==> src/rtl/alu_pkg.sv <==
// Shared definitions for the EX-stage ALU: op encodings, flag bit positions, widths.
`timescale 1ns/1ps
package alu_pkg;

  localparam int unsigned WIDTH    = 16;
  localparam int unsigned SHAMT_W  = 4;

  localparam int unsigned FLAG_Z = 0;
  localparam int unsigned FLAG_N = 1;
  localparam int unsigned FLAG_C = 2;
  localparam int unsigned FLAG_V = 3;

  typedef enum logic [2:0] {
    SUB = 3'b000,
    AND = 3'b001,
    ADD = 3'b010,
    OR  = 3'b011,
    XOR = 3'b100,
    SLL = 3'b101,
    SRL = 3'b110,
    SRA = 3'b111
  } alu_op_e;

endpackage

==> src/rtl/alu16_addsub.sv <==
// Shared adder/subtractor: A + (B or ~B) + sub, with carry-out and signed overflow.
`timescale 1ns/1ps
module alu16_addsub
  import alu_pkg::*;
#(
  parameter int unsigned W = WIDTH
) (
  input  logic [W-1:0] a_i,
  input  logic [W-1:0] b_i,
  input  logic         sub_i,
  output logic [W-1:0] sum_o,
  output logic         c_o,
  output logic         v_o
);

  logic [W-1:0] b_eff;
  logic [W:0]   sum_full;

  // Subtraction reuses the adder as A + ~B + 1; carry-out then means "no borrow".
  assign b_eff    = sub_i ? ~b_i : b_i;
  assign sum_full = {1'b0, a_i} + {1'b0, b_eff} + {{W{1'b0}}, sub_i};
  assign sum_o    = sum_full[W-1:0];
  assign c_o      = sum_full[W];

  // Overflow when both adder inputs share a sign that the sum does not.
  assign v_o = (a_i[W-1] == b_eff[W-1]) && (sum_o[W-1] != a_i[W-1]);

endmodule

==> src/rtl/alu16.sv <==
// 16-bit EX-stage ALU: op decode, flag generation, optional output register.
// Build option: define ALU_OUT_REG_EN to register result/status (1-cycle latency);
// otherwise the ALU is purely combinational and clk/rst_n are unused.
`timescale 1ns/1ps
module alu16 #(
  parameter int unsigned WIDTH = 16
) (
  input  logic             clk,
  input  logic             rst_n,
  input  logic [WIDTH-1:0] in1,
  input  logic [WIDTH-1:0] in2,
  input  logic [2:0]       op,
  output logic [WIDTH-1:0] status,
  output logic [WIDTH-1:0] result
);

  import alu_pkg::*;

  alu_op_e                op_e;
  logic [SHAMT_W-1:0]     shamt;
  logic [WIDTH-1:0]       as_sum;
  logic                   as_c;
  logic                   as_v;
  logic                   is_arith;
  logic [WIDTH-1:0]       result_c;
  logic [WIDTH-1:0]       status_c;

  assign op_e     = alu_op_e'(op);
  assign shamt    = in2[SHAMT_W-1:0];
  assign is_arith = (op_e == SUB) || (op_e == ADD);

  alu16_addsub #(
    .W (WIDTH)
  ) u_addsub (
    .a_i   (in1),
    .b_i   (in2),
    .sub_i (op_e == SUB),
    .sum_o (as_sum),
    .c_o   (as_c),
    .v_o   (as_v)
  );

  // Result mux; every encoding of the 3-bit op is a defined operation.
  always_comb begin
    result_c = '0;
    unique case (op_e)
      SUB, ADD: result_c = as_sum;
      AND:      result_c = in1 & in2;
      OR:       result_c = in1 | in2;
      XOR:      result_c = in1 ^ in2;
      SLL:      result_c = in1 << shamt;
      SRL:      result_c = in1 >> shamt;
      SRA:      result_c = WIDTH'($signed(in1) >>> shamt);
      default:  result_c = '0;
    endcase
  end

  // Flags: Z/N from the result for every op, C/V only from the adder ops.
  always_comb begin
    status_c         = '0;
    status_c[FLAG_Z] = (result_c == '0);
    status_c[FLAG_N] = result_c[WIDTH-1];
    status_c[FLAG_C] = is_arith & as_c;
    status_c[FLAG_V] = is_arith & as_v;
  end

`ifdef ALU_OUT_REG_EN
  logic [WIDTH-1:0] result_q;
  logic [WIDTH-1:0] status_q;

  // Output register, reloaded every cycle; reset clears flags too.
  always_ff @(posedge clk or negedge rst_n) begin
    if (!rst_n) begin
      result_q <= '0;
      status_q <= '0;
    end else begin
      result_q <= result_c;
      status_q <= status_c;
    end
  end

  assign result = result_q;
  assign status = status_q;
`else
  logic unused_clk_rst;

  // Zero-latency path; clock and reset are kept only for port compatibility.
  assign unused_clk_rst = clk ^ rst_n;
  assign result         = result_c;
  assign status         = status_c;
`endif

endmodule

==> config.mk <==
export PLATFORM = sky130hd
export DESIGN_NAME = alu16
export DESIGN_NICKNAME = d
export VERILOG_FILES = /design/src/rtl/alu_pkg.sv /design/src/rtl/alu16_addsub.sv /design/src/rtl/alu16.sv
export SDC_FILE = /design/constraint.sdc
export NUM_CORES = 1
export LEC_CHECK = 0
export ABC_AREA = 1
export CORE_MARGIN = 1
export CORE_UTILIZATION = 40
export DETAILED_ROUTE_END_ITERATION = 8
export SLEW_MARGIN = 10
export SYNTH_ARGS = -nofsm -noshare
export SYNTH_HDL_FRONTEND = slang
export SYNTH_SLANG_ARGS = --single-unit
==> constraint.sdc <==
create_clock -name vclk -period 4.65
set_clock_uncertainty 0.2 [all_clocks]
set_input_delay 0.93 -clock vclk [all_inputs]
set_output_delay 0.93 -clock vclk [all_outputs]
set_load 0.03 [all_outputs]
==> results.yml, run 1 <==
outcome:
  status: "complete, no violations"
global_routing:
  grt_util_all_layers_pct: 31.6
  grt.overflow.total: 0
  grt_max_degree: 35
  antenna_found_initial: 0
  grt_pass1_vias: 4825
  grt_pass1_wl_um: 24400
job:
  cap_violations: 0
sta:
  finalSetupViolations: 0
  maxSlewHeadroom_pct: 66.8
  hold_viol: 0
  period_share_pct: 96.9
  drv_slew: 0
  final.setup.tns_ps: 0
  worst_slack_ps: 145
  min_period_ps: 4500
  hold_ws_ps: 2430
  max_freq_ghz: 0.222
  worst_slew_pin_slew_ps: 496
routing:
  initialDrtViolationCount: 383
  route.detailed.drc: 0
  dr_total_vias: 5177
  avgRoutedWirePerCell_um: 15.8
  viasPerCell: 5.31
  finalWirelength_um: 15400
  ant_nets: 0
  firstDrtPassIters: 5
final_layout:
  final_cells: 975
  area_growth_pct: 40.6
  layout.area.seq_sq_um: 0
  seq_cell_count: 0
  finish.utilization_pct: 59.1
  clkbuf_count: 0
  layout-drive-gt1-share_pct: 23.8
  n_antenna_cell: 0
  final_nets: 956
synth:
  synth_cells: 726
  synthesis.area_sq_um: 3740
  yosysTopAreaCell: "nand2_1"
  synth.yosys.warnings: 0
  synthTopCellsByArea: "nand2_1 (24%), nand3_1 (16%), ha_1 (16%), inv_1 (9.6%), nor2_1 (5.7%)"
  synth_top_cell_area_share_pct: 24.3
  yosysUniqueCellTypes: 36
  synth.avg_cell_area_sq_um: 5.15
  synth_seq_area_share_pct: 0
worst_setup_path:
  path_max_fanout: 7
  cp_slowest_stage_delay_ps: 370
  critPathSlowestCell: "ha_1"
  critPathArrivalTime_ps: 3370
  worstPathRequired_ps: 3520
  cp_cell_sequence: "buf_2, nor2_4, nand2_4, buf_12, xor2_1, ha_1, nand2_1, nand2_2, inv_1, nand2_2, buf_4, nand3_1, nand3_2, nor2_1, nor2_1, nand2_1, nand2_2, nand3_2, nor2_4, nand2_1, nor2_2, buf_6"
  critPathLaunchType: "primary input"
  crit_type: "primary input to output port"
  crit_path_end_kind: "output port"
floorplan:
  rows: 34
  io_pins: 69
  die-area_sq_um: 9740
  start_util_pct: 42.1
  die_y_um: 98.7
  fp.coreArea_sq_um: 8890
  fp.dieW_um: 98.7
power:
  cellPowerDensity_nw_per_um2: 141
  ir_worst_vdd_uv: 116
  p_leak_uw: 0.00309
placed_design:
  dp_cells: 955
  portBuffers: 55
  gp_congestion: 0.971
  pre_cts_ws_ps: -322
  dp_hpwl_um: 12400
min_path:
  hp-class: "primary input to output port"
clock_tree:
  ctsHoldBuffers: 0
[area by class of cell]
type / count / area, sq um
fillers: 934 / 3630
inverters: 102 / 383
multi-input cells: 599 / 3340
repair buffers: 166 / 1400
well taps: 108 / 135
[through the flow]
step	total power, uW	instance area, sq um
final	743	5260
after global routing	817	5260
after CTS	702	5090
after detailed placement	664	4890
after global placement	658	4890
after floorplan	391	3780
[critical path: cells and delay by family]
family | cells | cell delay, ps
fa+ha+maj | 1 | 370
simple gates | 15 | 1290
xor+xnor | 1 | 140
buf+inv | 5 | 610
[what timing repair did]
action	4_1_cts	5_1_grt
pin swaps	20	30
endpoints found under the setup margin	12	7
gates cloned	1	0
setup buffers	10	9
gates resized for setup	37	51
[cells in the final DEF (no fill, tap or decap), types with 2 or more instances in the layout]
master,synthesis,final
nand2_1,242,223
nor2_2,1,9
inv_2,6,14
nand3b_1,2,2
a211oi_1,2,2
nor3_2,1,5
o21ai_0,13,10
nor3_1,10,6
nor2_4,2,3
nand3_2,2,4
a21oi_1,28,21
clkdlybuf4s50_1,0,21
buf_6,2,3
xor2_1,17,15
nor2_1,57,48
o21ai_1,6,8
inv_1,96,88
conb_1,1,12
nand2_2,3,21
o21bai_1,2,2
dlygate4sd2_1,0,2
nand4_1,7,7
a21oi_2,0,7
dlymetal6s2s_1,0,13
buf_4,17,122
clkbuf_2,0,2
o211ai_1,5,5
or2_2,6,6
ha_1,49,48
nand3_1,123,121
[layer usage]
metal	global-route usage [%]	part of all wire [%]	up-vias
li1	-	-	2594
met1	44.3	46	2330
met2	52.9	44	228
met3	2.13	6.9	25
met4	7.35	2.7	0
met5	0	0	-
[Yosys cell counts, types with 2 or more instances]
cell type  number
o21bai_1        2
inv_1          96
buf_6           2
nand2_2         3
xor2_1         17
o21ai_1         6
o211ai_1        5
ha_1           49
nand2_1       242
nor2_1         57
nand3_1       123
a211oi_1        2
nor2_4          2
nand3_2         2
nand3b_1        2
inv_2           6
nor3_1         10
buf_2          14
clkbuf_1        3
buf_4          17
or2_2           6
a21oi_1        28
o21ai_0        13
nand4_1         7
[where the power goes]
group | total (uW) | switching (uW) | internal [uW]
registers | 0 | 0 | 0
logic | 743 | 429 | 314
clock network | 0 | 0 | 0
[logic make-up (layout without fill, tap and decap cells)]
| group | after synthesis | after routing | share of synthesized area [%] |
|---|---|---|---|
| xor+xnor | 17 | 17 | 3.98 |
| buf+inv | 138 | 268 | 16.4 |
| simple gates | 457 | 457 | 52.9 |
| other cells | 1 | 12 | 0.100 |
| compound gates | 63 | 63 | 9.67 |
| fa+ha+maj | 50 | 50 | 16.9 |
[worst paths after layout]
path,from,to,slack (ps),cells past startpoint
worst min-delay path,in2[9],result[9],2430,7
worst max-delay path,op[2],status[0],150,22
Note: power is estimated with default switching activity, not from simulation.
==> inputs of run 2 (changes only) <==
--- a/config.mk
+++ b/config.mk
@@ -9,6 +9,7 @@
 export CORE_MARGIN = 1
 export CORE_UTILIZATION = 40
 export DETAILED_ROUTE_END_ITERATION = 8
+export PLACE_DENSITY = 0.65
 export SLEW_MARGIN = 10
 export SYNTH_ARGS = -nofsm -noshare
 export SYNTH_HDL_FRONTEND = slang
==> run 2 against run 1 <==
Against the previous run:
- total power rose by 2.3%
- cell count is 0.92% higher
- count of clock-buffer cells in the layout unchanged
- non-clock buffer count increased by 9
- sequential share of layout area is the same
- global-route usage shrank 0.53 points
- critical path depth fell by 3
- routed wire length fell by 0.21%
- final area is 1.5% higher
- via count grew 2.2%
- fmax decreased by 2.8%
==> results.yml, run 2 (synthesis results as in run 1) <==
routing:
  ant_nets: 0
  firstDrtPassIters: 6
  finalWirelength_um: 15300
  route.detailed.drc: 0
  dr_total_vias: 5292
  initialDrtViolationCount: 362
  viasPerCell: 5.38
  avgRoutedWirePerCell_um: 15.6
final_layout:
  finish.utilization_pct: 60.1
  seq_cell_count: 0
  mostFrequentLayoutCell: "nand2_1"
  final_nets: 965
  area_growth_pct: 42.8
  clkbuf_count: 0
  layout.area.seq_sq_um: 0
  num-fill-cells: 892
  layout-drive-gt1-share_pct: 24.7
  layout_common_cells: "nand2_1 (220), buf_4 (131), nand3_1 (119)"
  n_antenna_cell: 0
  fin_area_sq_um: 5340
sta:
  final.setup.tns_ps: 0
  maxSlewHeadroom_pct: 64.9
  worst_slew_pin_slew_ps: 525
  drv_slew: 0
  hold_ws_ps: 2530
  max_freq_ghz: 0.216
  period_share_pct: 99.7
  min_period_ps: 4640
  rsz0062_at_grt: "true"
  worst_slack_ps: 14.3
  finalSetupViolations: 0
  hold_viol: 0
global_routing:
  grt.overflow.total: 0
  antenna_found_initial: 0
  grt_pass1_wl_um: 24000
  grt_pass1_vias: 4873
  grt_max_degree: 35
  grt_util_all_layers_pct: 31.1
power:
  p_leak_uw: 0.00307
  cellPowerDensity_nw_per_um2: 142
  ir_worst_vdd_uv: 95.2
placed_design:
  pre_cts_ws_ps: -339
  gp_congestion: 0.980
  dp_hpwl_um: 12200
  postPlaceCellArea_sq_um: 4960
  portBuffers: 55
clock_tree:
  ctsHoldBuffers: 0
floorplan:
  die-area_sq_um: 9740
  fp.dieW_um: 98.7
  die_y_um: 98.7
  io_pins: 69
  fp.coreArea_sq_um: 8890
  start_util_pct: 42.1
  rows: 34
job:
  cap_violations: 0
outcome:
  status: "complete, no violations"
worst_setup_path:
  critPathArrivalTime_ps: 3510
  critPathLaunchType: "primary input"
  worstPathRequired_ps: 3520
  crit_type: "primary input to output port"
  crit_path_end_kind: "output port"
  path_max_fanout: 4
min_path:
  hp-class: "primary input to output port"
-- run 2: final timing paths --
check | startpoint | end | depth (start not counted)
setup / recovery | in2[6] | status[0] | 19
hold / removal | op[2] | result[7] | 7
-- run 2: worst max-delay path: stages --
cell	delay, ps
clkdlybuf4s50_1	520
inv_1	90
xor2_1	160
ha_1	340
nand2_1	100
inv_1	90
nand2_2	70
nor3_2	190
nand2_2	100
nand2_2	90
nand2_2	80
nand2_2	80
nand2_1	60
nand3_2	70
nand2_1	90
nor2_4	120
nand2_1	90
nor2_2	100
buf_6	140
-- run 2: stage by stage --
step	power (uW)	std cells
finish	760	984
global route	831	984
CTS	716	976
detailed placement	672	964
global placement	668	964
floorplan	391	737
-- run 2: report_power, final --
group,switching [uW],total (uW),internal [uW]
Combinational,435,760,325
Sequential,0,0,0
Clock,0,0,0
-- run 2: cell type report --
cell class                      count  area, sq um  share of cell area, %
Multi-Input combinational cell    599         3370                   63.1
Timing Repair Buffer              175         1450                   27.2
Inverter                          102          383                   7.17
Tap cell                          108          135                   2.53
-- run 2: timing repair --
item | 4_1_cts | 5_1_grt
pin swaps | 29 | 24
cloned | 1 | 0
gates resized for setup | 42 | 36
setup endpoints to repair | 10 | 9
setup buffers | 11 | 8
-- run 2: layer usage --
metal,vias to the layer above,GRT usage [%],part of all wire (%)
met5,-,0,0
met3,46,3.26,7.8
met1,2387,41.0,43
met2,255,51.7,45
met4,0,12.7,4.7
li1,2604,-,-
